[config.mk]
export PLATFORM = sky130hd
export DESIGN_NAME = input_debounce_flat
export DESIGN_NICKNAME = d
export VERILOG_FILES = /design/src/rtl/input_debounce_if.sv /design/src/rtl/input_debounce.sv /design/src/flat_wrapper.sv
export SDC_FILE = /design/constraint.sdc
export NUM_CORES = 1
export LEC_CHECK = 0
export CORE_UTILIZATION = 55
export DETAILED_ROUTE_END_ITERATION = 10
export PLACE_DENSITY_LB_ADDON = 0.15
export SLEW_MARGIN = 20
export SYNTH_ARGS = -nofsm -noshare
export SYNTH_HDL_FRONTEND = slang
export SYNTH_SLANG_ARGS = --single-unit
[constraint.sdc]
create_clock -name CLKIN -period 2.9 [get_ports CLKIN]
set_input_delay 0.58 -clock CLKIN [delete_from_list [all_inputs] [get_ports CLKIN]]
set_output_delay 0.58 -clock CLKIN [all_outputs]
set_load 0.1 [all_outputs]
[src/rtl/input_debounce_if.sv]
// Signal bundle between the debounce block and the MCU GPIO/interrupt logic.
// The slave modport is the debounce block; the master modport is its user.
interface input_debounce_if #(
   parameter int N_CH = 8
);
   logic [N_CH-1:0] RAW_IN;
   logic [N_CH-1:0] DB_OUT;
   logic [N_CH-1:0] RISE_PULSE;
   logic [N_CH-1:0] FALL_PULSE;
   logic [N_CH-1:0] EVT_PEND;
   logic [N_CH-1:0] EVT_CLR;
   logic            IRQ;

   modport master (
      output RAW_IN, EVT_CLR,
      input  DB_OUT, RISE_PULSE, FALL_PULSE, EVT_PEND, IRQ
   );

   modport slave (
      input  RAW_IN, EVT_CLR,
      output DB_OUT, RISE_PULSE, FALL_PULSE, EVT_PEND, IRQ
   );
endinterface

[src/rtl/input_debounce.sv]
// Per-channel synchroniser + stability-counter debouncer for buttons/switches,
// with registered edge pulses, sticky W1C event flags and a combined IRQ.
module input_debounce #(
   parameter int N_CH            = 8,
   parameter int CNT_W           = 20,
   parameter int DEBOUNCE_CYCLES = 400000,
   parameter int EVT_EDGE        = 2
) (
   input logic           CLKIN,
   input logic           nSRSTIN,
   input_debounce_if.slave bus
);
   localparam logic [CNT_W-1:0] CNT_LAST  = CNT_W'(DEBOUNCE_CYCLES - 1);
   localparam logic [N_CH-1:0]  RISE_MASK = (EVT_EDGE != 1) ? {N_CH{1'b1}} : {N_CH{1'b0}};
   localparam logic [N_CH-1:0]  FALL_MASK = (EVT_EDGE != 0) ? {N_CH{1'b1}} : {N_CH{1'b0}};

   logic [N_CH-1:0]  sync1_q;
   logic [N_CH-1:0]  sync2_q;
   logic [N_CH-1:0]  db_q,   db_d;
   logic [N_CH-1:0]  rise_q, rise_d;
   logic [N_CH-1:0]  fall_q, fall_d;
   logic [N_CH-1:0]  pend_q, pend_d;
   logic [CNT_W-1:0] cnt_q [N_CH];
   logic [CNT_W-1:0] cnt_d [N_CH];

   // Counter only advances while the synchronised level disagrees with the
   // accepted level; any agreement discards progress.
   always_comb begin
      db_d   = db_q;
      rise_d = '0;
      fall_d = '0;
      for (int i = 0; i < N_CH; i++) begin
         cnt_d[i] = '0;
         if (sync2_q[i] != db_q[i]) begin
            if (cnt_q[i] == CNT_LAST) begin
               db_d[i]   = sync2_q[i];
               rise_d[i] = sync2_q[i];
               fall_d[i] = ~sync2_q[i];
            end else begin
               cnt_d[i] = cnt_q[i] + CNT_W'(1);
            end
         end
      end
      // A new event wins over a same-cycle clear so no event is lost.
      pend_d = (rise_d & RISE_MASK) | (fall_d & FALL_MASK) | (pend_q & ~bus.EVT_CLR);
   end

   always_ff @(posedge CLKIN or negedge nSRSTIN) begin
      if (!nSRSTIN) begin
         sync1_q <= '0;
         sync2_q <= '0;
         db_q    <= '0;
         rise_q  <= '0;
         fall_q  <= '0;
         pend_q  <= '0;
         for (int i = 0; i < N_CH; i++) begin
            cnt_q[i] <= '0;
         end
      end else begin
         sync1_q <= bus.RAW_IN;
         sync2_q <= sync1_q;
         db_q    <= db_d;
         rise_q  <= rise_d;
         fall_q  <= fall_d;
         pend_q  <= pend_d;
         for (int i = 0; i < N_CH; i++) begin
            cnt_q[i] <= cnt_d[i];
         end
      end
   end

   assign bus.DB_OUT     = db_q;
   assign bus.RISE_PULSE = rise_q;
   assign bus.FALL_PULSE = fall_q;
   assign bus.EVT_PEND   = pend_q;
   assign bus.IRQ        = |pend_q;
endmodule

[src/flat_wrapper.sv]
// flat-port wrapper written by rule: the top's interface ports become plain ports
module input_debounce_flat 
#(
   parameter int N_CH            = 8,
   parameter int CNT_W           = 20,
   parameter int DEBOUNCE_CYCLES = 400000,
   parameter int EVT_EDGE        = 2
)
  (CLKIN, nSRSTIN, bus_RAW_IN, bus_EVT_CLR, bus_DB_OUT, bus_RISE_PULSE, bus_FALL_PULSE, bus_EVT_PEND, bus_IRQ);
  input_debounce_if #(.N_CH(N_CH)) bus_i ();
  input logic CLKIN;
  input logic nSRSTIN;
  input wire logic [$bits(bus_i.RAW_IN)-1:0] bus_RAW_IN;
  input wire logic [$bits(bus_i.EVT_CLR)-1:0] bus_EVT_CLR;
  output wire logic [$bits(bus_i.DB_OUT)-1:0] bus_DB_OUT;
  output wire logic [$bits(bus_i.RISE_PULSE)-1:0] bus_RISE_PULSE;
  output wire logic [$bits(bus_i.FALL_PULSE)-1:0] bus_FALL_PULSE;
  output wire logic [$bits(bus_i.EVT_PEND)-1:0] bus_EVT_PEND;
  output wire logic [$bits(bus_i.IRQ)-1:0] bus_IRQ;
  assign bus_i.RAW_IN = bus_RAW_IN;
  assign bus_i.EVT_CLR = bus_EVT_CLR;
  assign bus_DB_OUT = bus_i.DB_OUT;
  assign bus_RISE_PULSE = bus_i.RISE_PULSE;
  assign bus_FALL_PULSE = bus_i.FALL_PULSE;
  assign bus_EVT_PEND = bus_i.EVT_PEND;
  assign bus_IRQ = bus_i.IRQ;
  input_debounce #(.N_CH(N_CH), .CNT_W(CNT_W), .DEBOUNCE_CYCLES(DEBOUNCE_CYCLES), .EVT_EDGE(EVT_EDGE)) u_core (.CLKIN(CLKIN), .nSRSTIN(nSRSTIN), .bus(bus_i));
endmodule
Word level (Yosys, flattened, before mapping):

Cells that the tools add are included.

* add/sub/neg operators: 8
* reductions and logical operators: 9
* mux-type cells: 48
* equality and inequality tests: 16
* bitwise operators: 12

Operator list (number)
* $mux W20: 16
* $add A20 B1 Y20 const B: 8
* $eq A20 B19 Y1 const B: 8
* $mux W1: 32
* $or A8 B8 Y8: 2
* $reduce_and A2 Y1: 8
* $and A8 B8 Y8: 1
* $ne A1 B1 Y1: 8
* $not A1 Y1: 8
* $not A8 Y8: 1
* $reduce_or A8 Y1: 1

* output and inout port bits: 33
* word-level logic and storage cells: 114
* input bits: 18
* register bits: 208

Logic depth before layout (Yosys ltp):

Gate-level depths: netlist (run 1).

* depth in word-level cells: 5
* gate-level depth with buffers: 7
* gate-level depth less buffers: 5

Worst setup path before layout (run 1):

Ideal clock, no wire load.

* path kind: register -> output
* start point: register u_core.pend_q[6] (netlist: u_core.bus.EVT_PEND[6])
* end point: output bus_IRQ
* arrival: 1.755 ns
* buffers on the path: 0
* cell stages (with the launch flop): 3
* data required time: 2.320 ns
* setup slack: 0.565 ns
* path through: dfrtp_1 -> nor4_1 -> nand2_1

* longest elaborated chain between the ends: 1

RTL lines
* start, declared: line input_debounce.sv:22 `logic [N_CH-1:0] pend_q, pend_d;`
* start signal, assigned: line input_debounce.sv:65 `pend_q <= pend_d;`
* $reduce_or A8 Y1: line input_debounce.sv:76 `assign bus.IRQ = |pend_q;`
* end, declared: line flat_wrapper.sv:19 `output wire logic [$bits(bus_i.IRQ)-1:0] bus_IRQ;`

Every way passes these cells.

Final worst setup path (run 1):

Ends and elaborated chain as after synthesis.

==> results of run 1 <==
==> final timing paths <==
check,end,startpoint,slack [ns]
setup / recovery,bus_IRQ,u_core.bus.EVT_PEND[6],0.49
hold / removal,u_core.cnt_q[107],nSRSTIN,0.002
setup reg to reg,u_core.cnt_q[50],u_core.cnt_q[47],0.65
hold reg to reg,u_core.sync2_q[5],u_core.sync1_q[5],0.35
max in group asynchronous,u_core.cnt_q[36],nSRSTIN,2.01
min in group CLKIN,u_core.sync2_q[5],u_core.sync1_q[5],0.35
==> registers in the layout (all words and copies together), names as in the netlist <==
signal	cells
u_core.sync1_q	8
u_core.bus.FALL_PULSE	8
u_core.bus.DB_OUT	8
u_core.bus.RISE_PULSE	8
u_core.cnt_q	160
u_core.bus.EVT_PEND	8
u_core.sync2_q	8
==> layer usage <==
| layer | track usage | vias to the layer above | wire (microns) |
|---|---|---|---|
| met5 | 0 | - | 0 |
| met4 | 0.0637 | 0 | 436 |
| met3 | 0.0355 | 30 | 657 |
| met2 | 0.345 | 128 | 8570 |
| met1 | 0.296 | 3446 | 8920 |
| li1 | - | 3471 | - |
==> Yosys cell counts (all sizes together) (8+ instances only) <==
master / count / share of area
a21oi: 36 / 0.019
and3: 20 / 0.013
and4: 13 / 0.012
buf: 13 / 0.0075
clkbuf: 9 / 0.0035
dfrtp: 208 / 0.54
ha: 8 / 0.010
inv: 34 / 0.013
mux2: 8 / 0.0093
nand2: 39 / 0.015
nand3: 65 / 0.034
nand4: 42 / 0.029
nor2: 134 / 0.052
nor3: 25 / 0.013
nor3b: 16 / 0.012
nor4: 32 / 0.021
o21ai: 20 / 0.011
o31ai: 15 / 0.013
or3: 26 / 0.017
or4: 24 / 0.019
xnor2: 76 / 0.069
xor2: 41 / 0.037
==> cell type report <==
class                      instances  area, sq um
fill                            1437         6040
sequential                       208         5200
multi-input combinational        674         4200
clock buffer                      30          642
timing repair buffer              58          495
tap                              225          282
clock inverter                    10          179
inverter                          34          128
==> worst max-delay path, stage by stage (launching register included) <==
cell	delay, ns
dfrtp_1	0.43
nor4_1	0.53
nand2_1	0.12
buf_4	0.25
==> cells by family after synthesis <==
group | after synthesis | share of synthesized area
XOR/XNOR | 117 | 0.106
buffers and inverters | 56 | 0.0243
AND/OR/NAND/NOR | 454 | 0.252
AO/OA/AOI/OAI | 86 | 0.0563
flip-flops | 208 | 0.540
multiplexers | 9 | 0.0104
adder cells (fa/ha/maj) | 8 | 0.0104
==> through the flow <==
stage,instances,utilization,hold WS (ns)
detailed placement,1199,0.600,0.336
global route,1239,0.648,0.0371
finish,1239,0.648,0.00234
global placement,1199,0.600,0.332
floorplan,938,-,0.284
CTS,1239,0.648,0.0125
==> power breakdown <==
part	total [W]	switching, W	leakage, nW	internal (W)
registers	0.00298	0.0000398	2.85	0.00294
logic	0.000187	0.000121	1.37	0.0000664
clock network	0.00313	0.00113	0.407	0.00200
total	0.00630	0.00129	4.62	0.00500
==> metrics.txt, run 1 <==
Post-Route WL around 19000 microns; drt pass-1 iters 4; Seq/Total Area, Yosys 0.540; Max Cap Viol 0; clock sinks about 210; Num CTS Buffers 23; Die H 134 microns; vias in the first global route 6885; crit path DAT 1.83 ns; Core ar. 17200 sq um; Crit path required time ~2.3 ns; total power roughly 0.0063 W; n_diodes 0; Total GRT Usage 0.213; outcome complete, no violations; Initial Utilization 0.561; post-synth cell types between 40 and 50; RSZ-0062 raised after global routing no; hold_buf cts 0; Final Wtd Congestion between 0.7 and 0.8; GRT overflow 0; Critical Path End Type output pin; Skew-Pair Late Insertion Delay a little over 0.5 ns; Clock transition at path regs 0.06 ns; final critical path time including I/O delays and setup ~2.4 ns; CP startpoint kind register; layout cells sized above 1 0.105; Least-Margin Pin Slew roughly 0.69 ns; Final setup viols 0; post-CTS sizing 0; Worst Hold Class in2async; initial antenna violation count 0; Via-to-Cell Ratio about 5.7; static leakage around 4.6 nW; H-tree depth 1; row count 48; DIE AREA 18100 sq um; fin crit share 0.831; EDFF count, synth 0; Fmax achieved between 400 and 500 MHz; CTS root buf clkbuf_16; pwr dens about 570 nW/um^2; postcts setup bufs 0; io pins slightly above 50; Final Skew between 0.015 and 0.02 ns; Worst Setup Slack, final between 0.4 and 0.5 ns; final max-slew violation count 0; synthesized area between 9000 and 10000 sq um; commonest non-fill, non-tap cell in the layout dfrtp_1; vias ~7.1k; Syn. warnings 0; Synthesized Nets between 900 and 1k; Max IR drop VDD 0.552 mV; Slew Limit Headroom 0.539; Syn Inst Count approximately 940; top_reg_cell synth dfrtp_1; most frequent cells in the layout dfrtp_1, nor2_1, xnor2_1; pre-CTS setup slack between 0.6 and 0.7 ns; Post-synth ARST share 1.00; Post-route DRC 0; Die W roughly 130 microns; largest net degree at the start of global routing 71; final instance area between 10000 and 15000 sq um; syn_area_per_cell 10.3 sq um; Crit Path Max Fanout 3; first-pass GRT wire length around 32000 microns; HPWL Detailed between 10000 and 15000 microns; Cell Area, Placed 10300 sq um; DR iter-0 viols 402; maximum clock insertion buffer count 3; Synth Register Bits about 210; final net count ~1.0k; TritonCTS clock tree yes; area grow syn2layout 15.5%; R2R depth 4; final hold vios 0; Crit Path Class reg2out; Antenna Nets Post-Route 0; input/output buffers 50; WL per Instance 15.0 microns; TNS Setup 0 ns
No activity file was read; power rests on OpenSTA's default activity.
==> run 2, diff against run 1 <==
--- a/config.mk
+++ b/config.mk
@@ -5,7 +5,7 @@
 export SDC_FILE = /design/constraint.sdc
 export NUM_CORES = 1
 export LEC_CHECK = 0
-export CORE_UTILIZATION = 55
+export CORE_UTILIZATION = 54
 export DETAILED_ROUTE_END_ITERATION = 10
 export PLACE_DENSITY_LB_ADDON = 0.15
 export SLEW_MARGIN = 20
==> constraint.sdc (replaced) <==
create_clock -name CLKIN -period 2.1 [get_ports CLKIN]
set_input_delay 0.42 -clock CLKIN [delete_from_list [all_inputs] [get_ports CLKIN]]
set_output_delay 0.42 -clock CLKIN [all_outputs]
set_load 0.1 [all_outputs]
==> run 2 against run 1 <==
  * Core utilization grew 1.2 points
  * Flip-flop and latch count is the same
  * Count of clock-buffer cells in the layout grew 7
  * Hold slack gained 0.35 ns
  * Via count grew 2.6%
  * Combinational power grew 52%
  * First-iteration DRC count shrank 8.7%
  * Die area grew 1.8%
  * Largest cell class unchanged
  * Largest power group is now registers
  * Highest routed layer unchanged
==> metrics.txt, run 2 (same netlist as run 1, synthesis figures left out) <==
Via-to-Cell Ratio 5.67 (was 5.71); area grow syn2layout 18.9% (was 15.5%); Post-route DRC 0 (unchanged); n_diodes 0 (unchanged); Die W 136 microns (was 134 microns); Antenna Nets Post-Route 0 (unchanged); GRT overflow 0 (unchanged); DIE AREA 18400 sq um (was 18100 sq um); delay-heaviest family, CP flip-flops (was simple AND/OR/NAND/NOR gates); io pins 51 (unchanged); CP cell instances nor4_2 > nand2_2 > buf_12 (was nor4_1 > nand2_1 > buf_4); CTS root buf clkbuf_16 (unchanged); first-pass GRT wire length 33000 microns (was 31600 microns); Critical Path End Type output pin (unchanged); RSZ-0062 raised after global routing no (unchanged); Internal 0.00666 W (was 0.00500 W); Initial Utilization 0.555 (was 0.561); largest net degree at the start of global routing 63 (was 71); P_sw 0.00181 W (was 0.00129 W); Max Cap Viol 0 (unchanged); total power 0.00846 W (was 0.00630 W); Gate power share 0.034 (was 0.030); pre-CTS setup slack 0.105 ns (was 0.608 ns); CP startpoint kind register (unchanged); input/output buffers 50 (unchanged); Fmax achieved approximately 500 MHz; Die H 136 microns (was 134 microns); commonest non-fill, non-tap cell in the layout dfrtp_1 (unchanged); pwr dens 738 nW/um^2 (was 566 nW/um^2); maximum clock insertion buffer count 3 (unchanged); Post-Route WL 19300 microns (was 18600 microns); final max-slew violation count 0 (unchanged); initial antenna violation count 0 (unchanged); final critical path time including I/O delays and setup 2.02 ns; Clock transition at path regs 0.06 ns (about the same); Final Core Density 0.660 (was 0.648); CP max stage delay 0.46 ns (was 0.53 ns); Worst Setup Slack, final 0.0810 ns (was 0.491 ns); Final Skew 0.0157 ns (was 0.0193 ns); Sequential Power Share 0.487 (was 0.473); Crit Path Class reg2out (unchanged); DR iter-0 viols 367 (was 402); Final setup viols 0 (unchanged); fin crit share 0.961; Final Wtd Congestion 0.837 (was 0.800); Total GRT Usage 0.220 (was 0.213); most frequent cells in the layout dfrtp_1, nor2_1, xnor2_1 (unchanged); vias in the first global route 7027 (was 6885); Worst Hold Class reg2reg (was in2async); postcts setup bufs 0 (unchanged); static leakage 4.81 nW (was 4.62 nW); crit path DAT 1.60 ns (was 1.83 ns); slowest cell on the critical path dfrtp_1 (was nor4_1); WL per Instance 15.1 microns (was 15.0 microns); Skew-Pair Late Insertion Delay 0.51 ns (about the same); clock sinks 208 (unchanged); TritonCTS clock tree yes (unchanged); layout cells sized above 1 0.144 (was 0.105); Max IR drop VDD 0.578 mV (was 0.552 mV); outcome complete, no violations (unchanged); drt pass-1 iters 5 (was 4); TNS Setup 0 ns (unchanged); Least-Margin Pin Slew 0.475 ns (was 0.692 ns); Crit path required time 1.68 ns (was 2.32 ns); final hold vios 0 (unchanged); switching part of the total 0.213 (was 0.205); CP bufs+invs 1 (unchanged); max reg flops 160 (unchanged); Num CTS Buffers 24 (was 23); final instance area 11500 sq um (was 11100 sq um); Slew Limit Headroom 0.684 (was 0.539); final net count 1065 (was 1025); H-tree depth 1 (unchanged); Cell Area, Placed 10600 sq um (was 10300 sq um); Crit Path Max Fanout 3 (unchanged); row count 48 (unchanged); clock group share of total power 0.480 (was 0.497); FILL cells 1364 (was 1437); HPWL Detailed 12900 microns (was 12400 microns); vias 7261 (was 7075); Core ar. 17400 sq um (was 17200 sq um); Largest Register u_core.cnt_q (unchanged)
## run 2: path summary, 6_finish.rpt
| path | end | startpoint | slack [ns] | cells past startpoint |
|---|---|---|---|---|
| setup / recovery | bus_IRQ | u_core.bus.EVT_PEND[1] | 0.08 | 3 |
| min in group asynchronous | u_core.cnt_q[119] | nSRSTIN | 0.43 | 2 |
| setup reg to reg | u_core.cnt_q[155] | u_core.cnt_q[148] | 0.09 | 4 |
| hold / removal | u_core.sync2_q[5] | u_core.sync1_q[5] | 0.35 | 0 |
| hold reg to reg | u_core.sync2_q[5] | u_core.sync1_q[5] | 0.35 | 0 |
| max in group asynchronous | u_core.cnt_q[155] | nSRSTIN | 1.02 | 3 |
## run 2: routing by layer
layer,part of all wire,track usage,vias to the layer above
met1,0.47,0.302,3532
li1,-,-,3560
met5,0,0,-
met2,0.47,0.361,130
met4,0.023,0.0649,0
met3,0.040,0.0337,39
## run 2: power groups by stage
stage,Sequential (W),Combinational (W),Clock (W)
final,0.00412,0.000285,0.00406
after floorplan,0.00418,0.000116,0
after CTS,0.00412,0.000295,0.00418
after global routing,0.00412,0.000328,0.00434
after global placement,0.00419,0.000288,0
after detailed placement,0.00419,0.000291,0
## run 2: layout make-up
class                      instances  area (sq um)  share of cell area
clock buffer                      37           761              0.0664
multi-input combinational        674          4230               0.369
inverter                          34           128              0.0111
tap                              225           282              0.0246
timing repair buffer              97           828              0.0723
sequential                       208          5200               0.454
clock inverter                     6          33.8             0.00295
## run 2: per-stage QoR
| stage | hold WS (ns) | std cells |
|---|---|---|
| 4_1_cts | 0.331 | 1281 |
| 5_1_grt | 0.340 | 1281 |
| 3_5_place_dp | 0.337 | 1237 |
| 6_report | 0.348 | 1281 |
| 2_1_floorplan | 0.124 | 938 |
| 3_3_place_gp | 0.333 | 1237 |
## run 2: timing repair
| item | CTS | global route |
|---|---|---|
| resized for setup | 0 | 4 |
| hold endpoints to repair | 55 | 0 |
| endpoints found under the setup margin | 0 | 3 |
| hold buffers | 1 | 0 |
